==> src/rtl/periph_rx_arbiter_pkg.sv <==
// Shared sizing for the peripheral rx merge path.
//   usb_packet_width      : width of one word in the shared upstream USB FIFO
//   periph_address_width  : width of the slot tag carried in the packet MSBs
//   num_peripherals       : number of reconfigurable peripheral slots
//   periph_packet_t       : tagged upstream packet {addr, data}
package periph_rx_arbiter_pkg;

    localparam int usb_packet_width     = 16;
    localparam int periph_address_width = 4;
    localparam int num_peripherals      = 4;
    localparam int periph_data_width    = usb_packet_width - periph_address_width;

    typedef struct packed {
        logic [periph_address_width-1:0] addr;
        logic [periph_data_width-1:0]    data;
    } periph_packet_t;

endpackage

==> src/rtl/periph_rx_buf.sv <==
// Per-slot first-word-fall-through elastic buffer with occupancy count.
//   clk, rst      : system clock, asynchronous active-low reset
//   push_i/data_i : write strobe and payload from the peripheral wrapper
//   pop_i         : consume the head word (only asserted while non-empty)
//   ovf_clr_i     : clear the sticky overflow flag
//   head_o        : current head word (valid while !empty_o)
//   count_o       : words stored, 0..DEPTH
//   full_o/empty_o: occupancy flags, combinational from the count
//   overflow_o    : sticky, a write arrived while full and nothing popped
module periph_rx_buf
    import periph_rx_arbiter_pkg::*;
#(
    parameter int DATA_W = periph_data_width,
    parameter int DEPTH  = 4
) (
    input  logic                     clk,
    input  logic                     rst,
    input  logic                     push_i,
    input  logic [DATA_W-1:0]        data_i,
    input  logic                     pop_i,
    input  logic                     ovf_clr_i,
    output logic [DATA_W-1:0]        head_o,
    output logic [$clog2(DEPTH):0]   count_o,
    output logic                     full_o,
    output logic                     empty_o,
    output logic                     overflow_o
);

    localparam int PTR_W = $clog2(DEPTH);
    localparam int CNT_W = PTR_W + 1;

    logic [DATA_W-1:0] mem_q [DEPTH];
    logic [PTR_W-1:0]  wr_ptr_q, rd_ptr_q;
    logic [CNT_W-1:0]  count_q, count_d;
    logic              ovf_q;
    logic              do_push, do_pop;

    assign full_o     = (count_q == CNT_W'(DEPTH));
    assign empty_o    = (count_q == '0);
    assign head_o     = mem_q[rd_ptr_q];
    assign count_o    = count_q;
    assign overflow_o = ovf_q;

    // A pop in the same cycle frees the slot the incoming word needs.
    assign do_push = push_i && (!full_o || pop_i);
    assign do_pop  = pop_i && !empty_o;

    always_comb begin
        count_d = count_q;
        if (do_push && !do_pop)      count_d = count_q + CNT_W'(1);
        else if (!do_push && do_pop) count_d = count_q - CNT_W'(1);
    end

    always_ff @(posedge clk or negedge rst) begin
        if (!rst) begin
            wr_ptr_q <= '0;
            rd_ptr_q <= '0;
            count_q  <= '0;
            ovf_q    <= 1'b0;
        end else begin
            count_q <= count_d;
            if (do_push) wr_ptr_q <= wr_ptr_q + PTR_W'(1);
            if (do_pop)  rd_ptr_q <= rd_ptr_q + PTR_W'(1);
            // A new drop wins over a clear in the same cycle.
            if (push_i && full_o && !pop_i) ovf_q <= 1'b1;
            else if (ovf_clr_i)             ovf_q <= 1'b0;
        end
    end

    // Storage needs no reset; the pointers and count define validity.
    always_ff @(posedge clk) begin
        if (do_push) mem_q[wr_ptr_q] <= data_i;
    end

endmodule

==> src/rtl/periph_rx_arbiter.sv <==
// Merges the rx streams of all peripheral slots into the shared upstream
// USB FIFO. Each slot has a small FWFT buffer; a round-robin scheduler with
// a per-grant burst limit drains them and tags each word with its slot.
//   clk, rst       : system clock, asynchronous active-low reset
//   rx_data        : slot i payload at [i*DATA_W +: DATA_W]
//   rx_valid       : slot i write strobe
//   rx_fifo_full   : slot i buffer full
//   usb_wr_data    : {slot tag, payload}, tag in the MSBs
//   usb_wr_en      : one-cycle write strobe to the shared FIFO
//   usb_full       : shared FIFO (programmable) full
//   overflow       : sticky per-slot drop flag
//   overflow_clr   : clears all overflow flags
//   idle           : nothing buffered, nothing granted, no write in flight
//
// state  | meaning
// IDLE   | no grant held; picks the next non-empty slot from rr_ptr (one bubble)
// SERVE  | draining the granted slot, at most BURST_LEN words, stalls on usb_full
module periph_rx_arbiter
    import periph_rx_arbiter_pkg::*;
#(
    parameter int NUM_PERIPHS = num_peripherals,
    parameter int ADDR_W      = periph_address_width,
    parameter int DATA_W      = usb_packet_width - periph_address_width,
    parameter int BUF_DEPTH   = 4,
    parameter int BURST_LEN   = 8
) (
    input  logic                          clk,
    input  logic                          rst,
    input  logic [NUM_PERIPHS*DATA_W-1:0] rx_data,
    input  logic [NUM_PERIPHS-1:0]        rx_valid,
    output logic [NUM_PERIPHS-1:0]        rx_fifo_full,
    output logic [ADDR_W+DATA_W-1:0]      usb_wr_data,
    output logic                          usb_wr_en,
    input  logic                          usb_full,
    output logic [NUM_PERIPHS-1:0]        overflow,
    input  logic                          overflow_clr,
    output logic                          idle
);

    localparam int SEL_W = $clog2(NUM_PERIPHS);
    localparam int CNT_W = $clog2(BUF_DEPTH) + 1;
    localparam int BC_W  = $clog2(BURST_LEN + 1);

    typedef enum logic {ST_IDLE, ST_SERVE} state_t;

    state_t                      state_q;
    logic [SEL_W-1:0]            grant_q;
    logic [SEL_W-1:0]            rr_ptr_q;
    logic [BC_W-1:0]             burst_cnt_q;
    logic                        usb_wr_en_q;
    logic [ADDR_W+DATA_W-1:0]    usb_wr_data_q;

    logic [DATA_W-1:0]           head  [NUM_PERIPHS];
    logic [CNT_W-1:0]            count [NUM_PERIPHS];
    logic [NUM_PERIPHS-1:0]      empty;
    logic [NUM_PERIPHS-1:0]      req;
    logic [NUM_PERIPHS-1:0]      pop;
    logic                        pop_any;
    logic                        burst_done;
    logic                        last_word;

    // First requesting slot at or after start, wrapping around.
    function automatic logic [SEL_W-1:0] rr_pick(input logic [NUM_PERIPHS-1:0] r,
                                                 input logic [SEL_W-1:0]       start);
        logic [SEL_W-1:0] idx;
        logic             found;
        rr_pick = start;
        found   = 1'b0;
        for (int i = 0; i < NUM_PERIPHS; i++) begin
            idx = start + SEL_W'(i);
            if (!found && r[idx]) begin
                rr_pick = idx;
                found   = 1'b1;
            end
        end
    endfunction

    for (genvar g = 0; g < NUM_PERIPHS; g++) begin : g_buf
        periph_rx_buf #(
            .DATA_W (DATA_W),
            .DEPTH  (BUF_DEPTH)
        ) u_buf (
            .clk        (clk),
            .rst        (rst),
            .push_i     (rx_valid[g]),
            .data_i     (rx_data[g*DATA_W +: DATA_W]),
            .pop_i      (pop[g]),
            .ovf_clr_i  (overflow_clr),
            .head_o     (head[g]),
            .count_o    (count[g]),
            .full_o     (rx_fifo_full[g]),
            .empty_o    (empty[g]),
            .overflow_o (overflow[g])
        );
    end

    assign req = ~empty;

    always_comb begin
        pop = '0;
        if (state_q == ST_SERVE && !empty[grant_q] && !usb_full) pop[grant_q] = 1'b1;
    end

    assign pop_any    = |pop;
    assign burst_done = (burst_cnt_q == BC_W'(BURST_LEN - 1));
    // Popping the only word, with nothing arriving behind it, empties the slot.
    assign last_word  = (count[grant_q] == CNT_W'(1)) && !rx_valid[grant_q];

    always_ff @(posedge clk or negedge rst) begin
        if (!rst) begin
            state_q       <= ST_IDLE;
            grant_q       <= '0;
            rr_ptr_q      <= '0;
            burst_cnt_q   <= '0;
            usb_wr_en_q   <= 1'b0;
            usb_wr_data_q <= '0;
        end else begin
            usb_wr_en_q <= pop_any;
            if (pop_any) usb_wr_data_q <= {ADDR_W'(grant_q), head[grant_q]};
            unique case (state_q)
                ST_IDLE: begin
                    if (|req) begin
                        grant_q     <= rr_pick(req, rr_ptr_q);
                        burst_cnt_q <= '0;
                        state_q     <= ST_SERVE;
                    end
                end
                ST_SERVE: begin
                    if (pop_any) begin
                        burst_cnt_q <= burst_cnt_q + BC_W'(1);
                        if (burst_done || last_word) begin
                            state_q  <= ST_IDLE;
                            rr_ptr_q <= grant_q + SEL_W'(1);
                        end
                    end else if (empty[grant_q]) begin
                        state_q  <= ST_IDLE;
                        rr_ptr_q <= grant_q + SEL_W'(1);
                    end
                end
                default: state_q <= ST_IDLE;
            endcase
        end
    end

    assign usb_wr_en   = usb_wr_en_q;
    assign usb_wr_data = usb_wr_data_q;
    assign idle        = (state_q == ST_IDLE) && (&empty) && !usb_wr_en_q;

endmodule

==> config.mk <==
export PLATFORM = sky130hd
export DESIGN_NAME = periph_rx_arbiter
export DESIGN_NICKNAME = d
export VERILOG_FILES = /design/src/rtl/periph_rx_arbiter_pkg.sv /design/src/rtl/periph_rx_buf.sv /design/src/rtl/periph_rx_arbiter.sv
export SDC_FILE = /design/constraint.sdc
export NUM_CORES = 1
export LEC_CHECK = 0
export CAP_MARGIN = 10
export CORE_MARGIN = 5
export CORE_UTILIZATION = 35
export CTS_CLUSTER_DIAMETER = 60
export DETAILED_ROUTE_END_ITERATION = 16
export PLACE_DENSITY = 0.52
export SLEW_MARGIN = 20
export SYNTH_ARGS = -nofsm -noshare
export SYNTH_HDL_FRONTEND = slang
export SYNTH_SLANG_ARGS = --single-unit
==> constraint.sdc <==
create_clock -name clk -period 8.74 [get_ports clk]
set_input_delay 2.622 -clock clk [delete_from_list [all_inputs] [get_ports clk]]
set_output_delay 2.622 -clock clk [all_outputs]
set_load 0.03 [all_outputs]
Word-level counts from Yosys, hierarchy flattened
Memories as Yosys holds them, arrays and structs flattened.
Cells that the tools add are included.
{"block": "op_classes", "addsub": 21, "n_mux": 65, "bitwise_logic": 3, "reduce_logical": 84, "magnitude_cmp": 7, "eq_ne": 9}
{"op": "$logic_and 1x1->1", "n": 33}
{"op": "$mux 1", "n": 33}
{"op": "$mux 3", "n": 10}
{"op": "$logic_not 1->1", "n": 27}
{"op": "$bmux 12 s2", "n": 1}
{"op": "$mux 12", "n": 2}
{"op": "$add 2x1->2 const B", "n": 10}
{"op": "$reduce_bool 2->1", "n": 9}
{"op": "$lt 2x3->1 const B", "n": 5}
{"op": "$add 3x1->3 const B", "n": 4}
{"op": "$bmux 1 s2", "n": 6}
{"op": "$eq 3x3->1 const B", "n": 4}
{"op": "$logic_not 3->1", "n": 4}
{"op": "$mux 2", "n": 6}
{"op": "$mux 4", "n": 3}
{"op": "$sub 3x1->3 const B", "n": 4}
{"op": "$pmux 4 s2", "n": 1}
{"op": "$reduce_or 4->1", "n": 2}
{"op": "$bmux 3 s2", "n": 1}
{"op": "$logic_or 1x1->1", "n": 5}
{"op": "$add 2x2->2 const B", "n": 2}
{"op": "$add 4x1->4 const B", "n": 1}
{"op": "$eq 4x3->1 const B", "n": 1}
{"op": "$ne 2x1->1 const B", "n": 2}
{"op": "other kinds (12)", "n": 13}
{"block": "totals", "output_inout_bits": 26, "input_bits": 56, "reg_bits": 56, "word_cells": 215, "ramBits": 192, "memories": 4}
{"memory": "g_buf[0].u_buf.mem_q", "depth": 4, "word_bits": 12, "rd": 1, "rd_clocked_by_memory_dff": 0, "write_ports": 1, "line_no": "periph_rx_buf.sv:32", "source": "logic [DATA_W-1:0] mem_q [DEPTH];"}
{"memory": "g_buf[1].u_buf.mem_q", "depth": 4, "word_bits": 12, "rd": 1, "rd_clocked_by_memory_dff": 0, "write_ports": 1, "line_no": "periph_rx_buf.sv:32"}
{"memory": "g_buf[2].u_buf.mem_q", "depth": 4, "word_bits": 12, "rd": 1, "rd_clocked_by_memory_dff": 0, "write_ports": 1, "line_no": "periph_rx_buf.sv:32"}
{"memory": "g_buf[3].u_buf.mem_q", "depth": 4, "word_bits": 12, "rd": 1, "rd_clocked_by_memory_dff": 0, "write_ports": 1, "line_no": "periph_rx_buf.sv:32"}

Longest topological paths before layout
Gate-level depths: netlist of run 1.
{"block": "logic_depth", "depth_word": 20, "ltp_mapped": 11, "ltp_nobuf": 10}

Cells and area by module
A second synthesis of run 1 with hierarchy kept.
{"block": "hier_totals", "cells_unflattened": 536, "hier_area_um2": 10428.8}
{"mod": "periph_rx_buf at g_buf[0].u_buf ...", "n_inst": 3, "cells_per_inst": 103, "area_per_inst_um2": 2215.9, "seq_area_each_um2": 1641.6}
{"mod": "periph_rx_buf at g_buf[1].u_buf", "n_inst": 1, "cells_per_inst": 102, "area_per_inst_um2": 2198.4, "seq_area_each_um2": 1641.6}
{"mod": "periph_rx_arbiter", "n_inst": 1, "cells_per_inst": 125, "area_per_inst_um2": 1582.8, "seq_area_each_um2": 600.6}

Worst setup path before layout of run 1
Ideal clock, no wire load.
{"block": "synth_timing", "path_kind": "input to register", "from": "input usb_full", "to": "register g_buf[2].u_buf.count_q[2]", "slack_ps": 4456, "cell_stages": 9, "required_ps": 8661, "setup_time_ps": 79, "n_path_buf": 0, "arrival_ps": 4205, "cell_sequence": "nor2b_1 -> and3_4 -> o21a_4 -> ha_1 -> inv_1 -> fa_1 -> xor2_1 -> nor2_1 -> xor2_1"}
{"block": "synth_between", "elab_chain_cells": 8, "word_cells_on_any_way": 12, "classes_between": "mux (2); reduce/logical (10)"}
{"item": "from (decl)", "line_no": "periph_rx_arbiter.sv:34", "source": "input logic usb_full,"}
{"item": "$logic_not 1->1 (*)", "line_no": "periph_rx_arbiter.sv:101", "source": "if (state_q == ST_SERVE && !empty[grant_q] && !usb_full) pop[grant_q] = 1'b1;"}
{"item": "$logic_and 1x1->1 (*)", "line_no": "periph_rx_arbiter.sv:101"}
{"item": "$mux 4 (*)", "line_no": "periph_rx_arbiter.sv:101"}
{"item": "$logic_or 1x1->1 (*)", "line_no": "periph_rx_buf.sv:45", "source": "assign do_push = push_i && (!full_o || pop_i);"}
{"item": "$logic_and 1x1->1 (*)", "line_no": "periph_rx_buf.sv:45"}
{"item": "named net g_buf[2].u_buf.do_push", "line_no": "periph_rx_buf.sv:36", "source": "logic do_push, do_pop;"}
{"item": "$logic_not 1->1", "line_no": "periph_rx_buf.sv:51", "source": "else if (!do_push && do_pop) count_d = count_q - CNT_W'(1);"}
{"item": "$logic_and 1x1->1", "line_no": "periph_rx_buf.sv:51"}
{"item": "$reduce_bool 2->1 (no source line)"}
{"item": "to (signal assigned)", "line_no": "periph_rx_buf.sv:61", "source": "count_q <= count_d;"}
{"item": "to (decl)", "line_no": "periph_rx_buf.sv:34", "source": "logic [CNT_W-1:0] count_q, count_d;"}
The timed path passes the listed nets; every way through them passes the cells marked *.
A chain may end at the register's enable or synchronous reset.

Final worst setup path of run 1
{"block": "layout_timing", "from": "register g_buf[2].u_buf.count_q[0]", "to": "output idle"}
{"block": "layout_between", "elab_chain_cells": 4}
{"item": "$logic_not 3->1", "line_no": "periph_rx_buf.sv:39", "source": "assign empty_o = (count_q == '0);"}
{"item": "$reduce_and 4->1", "line_no": "periph_rx_arbiter.sv:147", "source": "assign idle = (state_q == ST_IDLE) && (&empty) && !usb_wr_en_q;"}
{"item": "$logic_and 1x1->1 (2 in a row)", "line_no": "periph_rx_arbiter.sv:147"}
{"item": "to (decl)", "line_no": "periph_rx_arbiter.sv:37", "source": "output logic idle"}
No other way between the ends.

==> impl_metrics.xml, run 1 <==
<?xml version="1.0" encoding="UTF-8"?>
<metrics>
  <group name="floorplanning">
    <metric name="die_extent_in_y" unit="um">182</metric>
    <metric name="total_die_area" unit="mm^2">0.0331</metric>
    <metric name="std_cell_rows" unit="">63</metric>
    <metric name="floorplan.die.width" unit="um">182</metric>
    <metric name="floorplan.initialDensity" unit="%">35.2</metric>
    <metric name="top_level_ports" unit="">82</metric>
    <metric name="core-area" unit="mm^2">0.0294</metric>
  </group>
  <group name="yosys">
    <metric name="synth_cells" unit="">589</metric>
    <metric name="synth_async_sr_flop_share" unit="%">22.6</metric>
    <metric name="yosysTopAreaCellShare" unit="%">55.8</metric>
    <metric name="top_cell_type_by_total_area_after_synthesis" unit="">sky130_fd_sc_hd__edfxtp_1</metric>
    <metric name="seq_area_frac_synth" unit="%">69.3</metric>
    <metric name="synth.cells.most_frequent" unit="">192 x sky130_fd_sc_hd__edfxtp_1, 56 x sky130_fd_sc_hd__dfrtp_1, 49 x sky130_fd_sc_hd__mux4_2</metric>
    <metric name="synth-main-ff-cell" unit="">sky130_fd_sc_hd__edfxtp_1</metric>
    <metric name="synthesis.area_per_instance" unit="um^2">17.5</metric>
    <metric name="synthesis.area" unit="mm^2">0.0103</metric>
    <metric name="ys_types" unit="">48</metric>
    <metric name="yosys.cell_count.top_type" unit="">sky130_fd_sc_hd__edfxtp_1</metric>
    <metric name="edff_count_synth" unit="">192</metric>
    <metric name="yosys_register_bits" unit="">248</metric>
    <metric name="synth.area.top_cells" unit="">sky130_fd_sc_hd__edfxtp_1 56%, sky130_fd_sc_hd__dfrtp_1 14%, sky130_fd_sc_hd__mux4_2 11%</metric>
    <metric name="synth-warning-count" unit="">0</metric>
  </group>
  <group name="clocking">
    <metric name="cts_hold_repair.buffers" unit="">0</metric>
    <metric name="cts_root_buffer" unit="">sky130_fd_sc_hd__clkbuf_16</metric>
    <metric name="cts.repair_timing.setup_buffer_count" unit="">0</metric>
    <metric name="clock_slew_seen_by_the_registers_of_the_worst_setup_and_hold_paths" unit="ns">0.06</metric>
    <metric name="tritoncts_clock_tree" unit="">done</metric>
    <metric name="h_tree_levels" unit="">1</metric>
    <metric name="cts_buffers" unit="">28</metric>
    <metric name="ctsLongestPathBuffers" unit="">3</metric>
    <metric name="post_cts.resized_instances" unit="">0</metric>
    <metric name="clkLatencyLatePin" unit="ns">0.53</metric>
    <metric name="clock-sinks" unit="">248</metric>
  </group>
  <group name="sta">
    <metric name="finalMaxSlewViolations" unit="">0</metric>
    <metric name="finalHoldViolations" unit="">0</metric>
    <metric name="hold_slack" unit="ns">0.507</metric>
    <metric name="timing.slew.headroom" unit="%">33.0</metric>
    <metric name="max_freq" unit="GHz">0.188</metric>
    <metric name="fin_crit" unit="ns">5.33</metric>
    <metric name="worst-slew-pin-transition" unit="ns">1.00</metric>
    <metric name="rsz0062_at_grt" unit="">false</metric>
    <metric name="min_period_over_period" unit="%">61.0</metric>
    <metric name="finClkSkew" unit="ns">0.00892</metric>
    <metric name="fin_tns_setup" unit="ns">0</metric>
    <metric name="report.final.setup_viol" unit="">0</metric>
  </group>
  <group name="global_route">
    <metric name="grt_util_met1" unit="%">19.2</metric>
    <metric name="groute.layer.met2.usage" unit="%">22.0</metric>
    <metric name="global_route.usage.total" unit="%">13.5</metric>
    <metric name="antenna_found_initial" unit="">0</metric>
    <metric name="grt_overflow" unit="">0</metric>
    <metric name="maximum_number_of_pins_on_one_net_before_global_route_repair" unit="">57</metric>
    <metric name="global_route_wire_length_before_repair" unit="um">34700</metric>
    <metric name="met3_usage" unit="%">2.46</metric>
    <metric name="grt_pass1_vias" unit="">5755</metric>
    <metric name="busiest_layer" unit="">met2</metric>
  </group>
  <group name="job">
    <metric name="maxcap_violations" unit="">0</metric>
  </group>
  <group name="worst_setup_path">
    <metric name="worst-setup-path-type" unit="">flip-flop to output port</metric>
    <metric name="reg2reg_setup_slack" unit="ns">5.59</metric>
    <metric name="critical_path.slowest_cell" unit="">sky130_fd_sc_hd__clkdlybuf4s50_1</metric>
    <metric name="crit_fanout" unit="">6</metric>
    <metric name="reg2reg_to" unit="">g_buf[3].u_buf.count_o[1]</metric>
    <metric name="critical_path.startpoint_type" unit="">flip-flop</metric>
    <metric name="worst_setup_path_end_kind" unit="">output port</metric>
    <metric name="timing.critical_path.from" unit="">g_buf[2].u_buf.count_o[0]</metric>
    <metric name="rr_startpoint" unit="">g_buf[3].u_buf.count_o[0]</metric>
    <metric name="timing.critical_path.cells" unit="">nor3_1, nand4_1, nor3_1, clkdlybuf4s50_1</metric>
    <metric name="cp.required" unit="ns">6.12</metric>
    <metric name="reg2regPathDepth" unit="">8</metric>
    <metric name="path_common_cell" unit="">sky130_fd_sc_hd__nor3_1</metric>
    <metric name="critPathCapture" unit="">idle</metric>
    <metric name="timing.critical_path.slowest_cell_delay" unit="ns">0.70</metric>
    <metric name="arrival" unit="ns">2.71</metric>
  </group>
  <group name="power_and_ir_drop">
    <metric name="static-leakage-power" unit="nW">4.30</metric>
    <metric name="powerDensity" unit="mW/mm^2">350</metric>
    <metric name="vdd_ir_drop_max" unit="mV">0.134</metric>
  </group>
  <group name="final_layout">
    <metric name="layout.filler_cells" unit="">2599</metric>
    <metric name="final_cell_count_no_fill" unit="">1079</metric>
    <metric name="nets" unit="">754</metric>
    <metric name="antenna_cells" unit="">0</metric>
    <metric name="utilization" unit="%">41.9</metric>
    <metric name="flow.area_growth_from_synthesis" unit="%">19.2</metric>
    <metric name="post_route_cells_drive_above_1_share" unit="%">16.3</metric>
  </group>
  <group name="routing">
    <metric name="number_of_vias_in_the_routed_layout" unit="">5342</metric>
    <metric name="postRouteWirelength" unit="um">22300</metric>
    <metric name="drc" unit="">0</metric>
    <metric name="wl_per_cell" unit="um">20.6</metric>
    <metric name="drt-initial-drc-count" unit="">432</metric>
    <metric name="avgViaCountPerCell" unit="">4.95</metric>
    <metric name="drt_pre_antenna_iters" unit="">4</metric>
    <metric name="ant_nets" unit="">0</metric>
  </group>
  <group name="placed_design">
    <metric name="post-place-cells" unit="">1029</metric>
    <metric name="buffer_ports.inserted" unit="">79</metric>
    <metric name="routabilityCongestion" unit="">0.784</metric>
    <metric name="dp_hpwl" unit="um">15300</metric>
  </group>
  <group name="worst_hold_path">
    <metric name="worstHoldPathType" unit="">flip-flop to flip-flop</metric>
  </group>
  <group name="status">
    <metric name="status" unit="">completed</metric>
  </group>
</metrics>
-- flip-flops by register name, summed over array words and instances, names as in the netlist --
register	count
g_buf.u_buf.count_o	12
g_buf.u_buf.overflow_o	4
grant_q	2
g_buf.u_buf.rd_ptr_q	8
g_buf.u_buf.mem_q	192
burst_cnt_q	4
usb_wr_data	14
usb_wr_en	1
state_q	1
g_buf.u_buf.wr_ptr_q	8
rr_ptr_q	2
-- per-layer routing --
layer  share of wire (%)  wire length, um
met1                  46            10200
met4                 1.9              427
met2                  48            10600
met3                 4.6             1020
met5                   0                0
-- how the worst min path moves through the flow --
stage / endpoint / from / slack [ns] / cells after the start
2_1_floorplan: burst_cnt_q[0] / burst_cnt_q[0] / 0.49 / 1
3_3_place_gp: usb_wr_data[12] / usb_wr_data[12] / 0.50 / 1
3_5_place_dp: usb_wr_data[12] / usb_wr_data[12] / 0.51 / 1
4_1_cts: usb_wr_data[12] / usb_wr_data[12] / 0.52 / 1
5_1_grt: usb_wr_data[12] / usb_wr_data[12] / 0.54 / 1
6_report: usb_wr_data[12] / usb_wr_data[12] / 0.51 / 1
-- area by class of cell --
class,count,area [um^2],area share [%]
Clock inverter,15,101,0.823
Timing Repair Buffer,81,801,6.50
Sequential cell,248,7170,58.2
Inverter,27,101,0.823
Clock buffer,35,748,6.08
Multi-Input combinational cell,283,2910,23.6
Tap cell,390,488,3.96
-- power by group --
group | switching [mW] | internal (mW)
Clock | 0.449 | 0.632
Sequential | 0.291 | 1.60
Combinational | 0.704 | 0.637
Total | 1.44 | 2.87
-- cell usage in the layout (no fill, tap or decap), types with 5 or more instances in the layout --
| cell type | count |
|---|---|
| sky130_fd_sc_hd__and2_1 | 17 |
| sky130_fd_sc_hd__clkbuf_1 | 6 |
| sky130_fd_sc_hd__mux4_2 | 49 |
| sky130_fd_sc_hd__o21ai_0 | 20 |
| sky130_fd_sc_hd__nand2_1 | 32 |
| sky130_fd_sc_hd__o22ai_1 | 7 |
| sky130_fd_sc_hd__ha_1 | 25 |
| sky130_fd_sc_hd__inv_1 | 26 |
| sky130_fd_sc_hd__edfxtp_1 | 192 |
| sky130_fd_sc_hd__nor3_1 | 6 |
| sky130_fd_sc_hd__clkbuf_16 | 29 |
| sky130_fd_sc_hd__mux2_2 | 6 |
| sky130_fd_sc_hd__xor2_1 | 10 |
| sky130_fd_sc_hd__a22o_1 | 12 |
| sky130_fd_sc_hd__a221oi_1 | 12 |
| sky130_fd_sc_hd__dfrtp_1 | 56 |
| sky130_fd_sc_hd__xnor2_1 | 14 |
| sky130_fd_sc_hd__clkdlybuf4s50_1 | 78 |
| sky130_fd_sc_hd__clkinv_2 | 5 |
| sky130_fd_sc_hd__nand3_1 | 8 |
| sky130_fd_sc_hd__nor2_1 | 10 |
| sky130_fd_sc_hd__clkinv_1 | 7 |
-- worst max-delay path, delay by kind of cell, from the launching register on --
family                 cells  cell delay [ns]
buffers and inverters      1             0.70
and+or+nand+nor            3             1.02
DFF                        1             0.46
-- cell families (layout without fill, tap and decap cells) --
family / after synthesis / after routing / share of synthesized area [%]
DFF: 248 / 248 / 69.3
and+or+nand+nor: 100 / 100 / 5.15
AOI/OAI and AO/OA: 68 / 68 / 5.05
muxes: 60 / 60 / 12.0
buffers and inverters: 59 / 158 / 2.58
adders and majority gates: 29 / 29 / 3.80
xor gates and xnor gates: 24 / 24 / 2.03
other: 1 / 2 / 0.0363
-- metrics by stage --
stage                     setup WS, ns  power (mW)  area, um^2
after floorplan                   4.46        2.79       10300
after CTS                         3.40        4.38       12300
after global placement            3.69        3.23       11500
after detailed placement          3.62        3.29       11500
final                             3.41        4.31       12300
after global routing              3.30        4.57       12300
(Power assumes the default switching activity.)
==> run 2, diff against run 1 <==
Clock period 8.74 ns to 5.35 ns, I/O delays scaled along.
==> run 2 against run 1 <==
Design area up 0.77%. Via count down 0.24%. Combinational power up 63%. Sequential cell count unchanged. Total power up 67%. Non-clock buffer count unchanged. Critical endpoint unchanged.
==> impl_metrics.xml, run 2 (synthesis gave the netlist of run 1 again) <==
<?xml version="1.0" encoding="UTF-8"?>
<metrics>
  <group name="clocking">
    <metric name="cts_root_buffer" unit="">sky130_fd_sc_hd__clkbuf_16</metric>
    <metric name="tritoncts_clock_tree" unit="">done</metric>
    <metric name="ctsLongestPathBuffers" unit="">3</metric>
    <metric name="clock-sinks" unit="">248</metric>
    <metric name="cts_hold_repair.buffers" unit="">0</metric>
    <metric name="post_cts.resized_instances" unit="">0</metric>
    <metric name="h_tree_levels" unit="">1</metric>
    <metric name="clock_slew_seen_by_the_registers_of_the_worst_setup_and_hold_paths" unit="ns">0.06</metric>
    <metric name="cts_buffers" unit="">29</metric>
    <metric name="clkLatencyLatePin" unit="ns">0.54</metric>
    <metric name="cts.repair_timing.setup_buffer_count" unit="">0</metric>
  </group>
  <group name="sta">
    <metric name="timing.slew.headroom" unit="%">34.1</metric>
    <metric name="max_freq" unit="GHz">0.231</metric>
    <metric name="worst-slew-pin-transition" unit="ns">0.986</metric>
    <metric name="report.final.setup_viol" unit="">0</metric>
    <metric name="finalMaxSlewViolations" unit="">0</metric>
    <metric name="finalHoldViolations" unit="">0</metric>
    <metric name="finClkSkew" unit="ns">0.00834</metric>
    <metric name="fin_crit" unit="ns">4.32</metric>
    <metric name="rsz0062_at_grt" unit="">false</metric>
    <metric name="fin_tns_setup" unit="ns">0</metric>
    <metric name="min_period_over_period" unit="%">80.8</metric>
  </group>
  <group name="final_layout">
    <metric name="flow.area_growth_from_synthesis" unit="%">20.1</metric>
    <metric name="multi_input_area" unit="mm^2">0.00291</metric>
    <metric name="layout.filler_cells" unit="">2615</metric>
    <metric name="final_cell_count_no_fill" unit="">1083</metric>
    <metric name="layout_common_cells" unit="">192 x sky130_fd_sc_hd__edfxtp_1, 78 x sky130_fd_sc_hd__clkdlybuf4s50_1, 56 x sky130_fd_sc_hd__dfrtp_1</metric>
    <metric name="antenna_cells" unit="">0</metric>
    <metric name="post_route_cells_drive_above_1_share" unit="%">17.0</metric>
    <metric name="nets" unit="">755</metric>
    <metric name="top_register" unit="">g_buf.u_buf.mem_q</metric>
    <metric name="layout.cells.most_common" unit="">sky130_fd_sc_hd__edfxtp_1</metric>
    <metric name="final-seq-area" unit="mm^2">0.00717</metric>
    <metric name="flip_flop_count_of_the_largest_register_after_layout" unit="">192</metric>
  </group>
  <group name="global_route">
    <metric name="global_route_wire_length_before_repair" unit="um">34500</metric>
    <metric name="grt_util_met1" unit="%">19.3</metric>
    <metric name="busiest_layer" unit="">met2</metric>
    <metric name="maximum_number_of_pins_on_one_net_before_global_route_repair" unit="">50</metric>
    <metric name="met3_usage" unit="%">2.24</metric>
    <metric name="grt_overflow" unit="">0</metric>
    <metric name="global_route.usage.total" unit="%">13.5</metric>
    <metric name="groute.layer.met2.usage" unit="%">21.6</metric>
    <metric name="grt_pass1_vias" unit="">5739</metric>
    <metric name="antenna_found_initial" unit="">0</metric>
  </group>
  <group name="floorplanning">
    <metric name="core-area" unit="mm^2">0.0294</metric>
    <metric name="die_extent_in_y" unit="um">182</metric>
    <metric name="top_level_ports" unit="">82</metric>
    <metric name="total_die_area" unit="mm^2">0.0331</metric>
    <metric name="std_cell_rows" unit="">63</metric>
    <metric name="floorplan.initialDensity" unit="%">35.2</metric>
    <metric name="floorplan.die.width" unit="um">182</metric>
  </group>
  <group name="worst_setup_path">
    <metric name="worst_setup_path_end_kind" unit="">output port</metric>
    <metric name="worst-setup-path-type" unit="">flip-flop to output port</metric>
    <metric name="arrival" unit="ns">2.72</metric>
    <metric name="cp.required" unit="ns">3.74</metric>
    <metric name="timing.critical_path.cells" unit="">nor3_1, nand4_1, nor3_1, clkdlybuf4s50_1</metric>
    <metric name="critical_path.n_buffers_inverters" unit="">1</metric>
    <metric name="critical_path.startpoint_type" unit="">flip-flop</metric>
    <metric name="crit_fanout" unit="">6</metric>
    <metric name="path_common_cell" unit="">sky130_fd_sc_hd__nor3_1</metric>
    <metric name="cp_top_family" unit="">simple AND/OR/NAND/NOR gates</metric>
    <metric name="critical_path.slowest_cell" unit="">sky130_fd_sc_hd__clkdlybuf4s50_1</metric>
    <metric name="timing.critical_path.slowest_cell_delay" unit="ns">0.70</metric>
  </group>
  <group name="routing">
    <metric name="drt-initial-drc-count" unit="">352</metric>
    <metric name="ant_nets" unit="">0</metric>
    <metric name="number_of_vias_in_the_routed_layout" unit="">5329</metric>
    <metric name="drc" unit="">0</metric>
    <metric name="drt_pre_antenna_iters" unit="">7</metric>
    <metric name="avgViaCountPerCell" unit="">4.92</metric>
    <metric name="wl_per_cell" unit="um">20.6</metric>
    <metric name="postRouteWirelength" unit="um">22300</metric>
  </group>
  <group name="power_and_ir_drop">
    <metric name="powerDensity" unit="mW/mm^2">580</metric>
    <metric name="static-leakage-power" unit="nW">4.35</metric>
    <metric name="vdd_ir_drop_max" unit="mV">0.232</metric>
  </group>
  <group name="worst_hold_path">
    <metric name="worstHoldPathType" unit="">flip-flop to flip-flop</metric>
  </group>
  <group name="placed_design">
    <metric name="routabilityCongestion" unit="">0.779</metric>
    <metric name="post-place-cells" unit="">1029</metric>
    <metric name="dp_hpwl" unit="um">15500</metric>
    <metric name="buffer_ports.inserted" unit="">79</metric>
  </group>
  <group name="job">
    <metric name="maxcap_violations" unit="">0</metric>
  </group>
  <group name="status">
    <metric name="status" unit="">completed</metric>
  </group>
</metrics>
==> run 2: cell types whose count changed in the layout (fill, tap and decap cells not counted) <==
cell	change
sky130_fd_sc_hd__bufinv_16	+1
sky130_fd_sc_hd__clkinv_1	-1
sky130_fd_sc_hd__inv_4	+1
sky130_fd_sc_hd__clkbuf_8	+2
sky130_fd_sc_hd__inv_16	+1
sky130_fd_sc_hd__inv_6	+2
sky130_fd_sc_hd__clkbuf_1	-1
sky130_fd_sc_hd__inv_8	+1
sky130_fd_sc_hd__clkinv_2	-2
==> run 2: area by class of cell <==
type	count	area share, %
Sequential cell	248	57.8
Multi-Input combinational cell	283	23.4
Timing Repair Buffer	81	6.45
Clock buffer	36	6.22
Tap cell	390	3.93
Clock inverter	18	1.39
Inverter	27	0.817
==> run 2: path summary, 6_finish.rpt <==
check	startpoint	end	slack (ns)	depth (start not counted)
worst max-delay path	g_buf[2].u_buf.count_o[0]	idle	1.03	4
worst min register to register	usb_wr_data[12]	usb_wr_data[12]	0.51	1
min in group asynchronous	rst	g_buf[1].u_buf.overflow_o	0.91	1
worst max register to register	g_buf[3].u_buf.count_o[0]	g_buf[2].u_buf.count_o[1]	2.19	8
max in group asynchronous	rst	usb_wr_data[10]	3.53	2
worst min-delay path	usb_wr_data[12]	usb_wr_data[12]	0.51	1
==> run 2: routing by layer <==
| layer | up-vias | share of wire (%) | wire length (um) |
|---|---|---|---|
| li1 | 2445 | - | - |
| met1 | 2716 | 47 | 10400 |
| met2 | 136 | 47 | 10400 |
| met3 | 32 | 4.5 | 1010 |
| met4 | 0 | 2.1 | 460 |
| met5 | - | 0 | 0 |
==> run 2: power breakdown <==
group          total [mW]  internal [mW]  switching, mW
Sequential           3.10           2.62          0.479
Clock                1.92           1.13          0.786
Combinational        2.19           1.04           1.15
Total                7.20           4.79           2.41
==> run 2: metrics by stage <==
stage	utilization, %	cell area (um^2)	hold slack [ns]	power (mW)	worst slack (ns)
global route	42.2	12400	0.535	7.62	0.848
finish	42.2	12400	0.507	7.20	1.03
detailed placement	39.0	11500	0.505	5.38	1.25
global placement	39.0	11500	0.501	5.28	1.32
CTS	42.2	12400	0.519	7.31	1.00
floorplan	-	10300	0.488	4.56	2.08
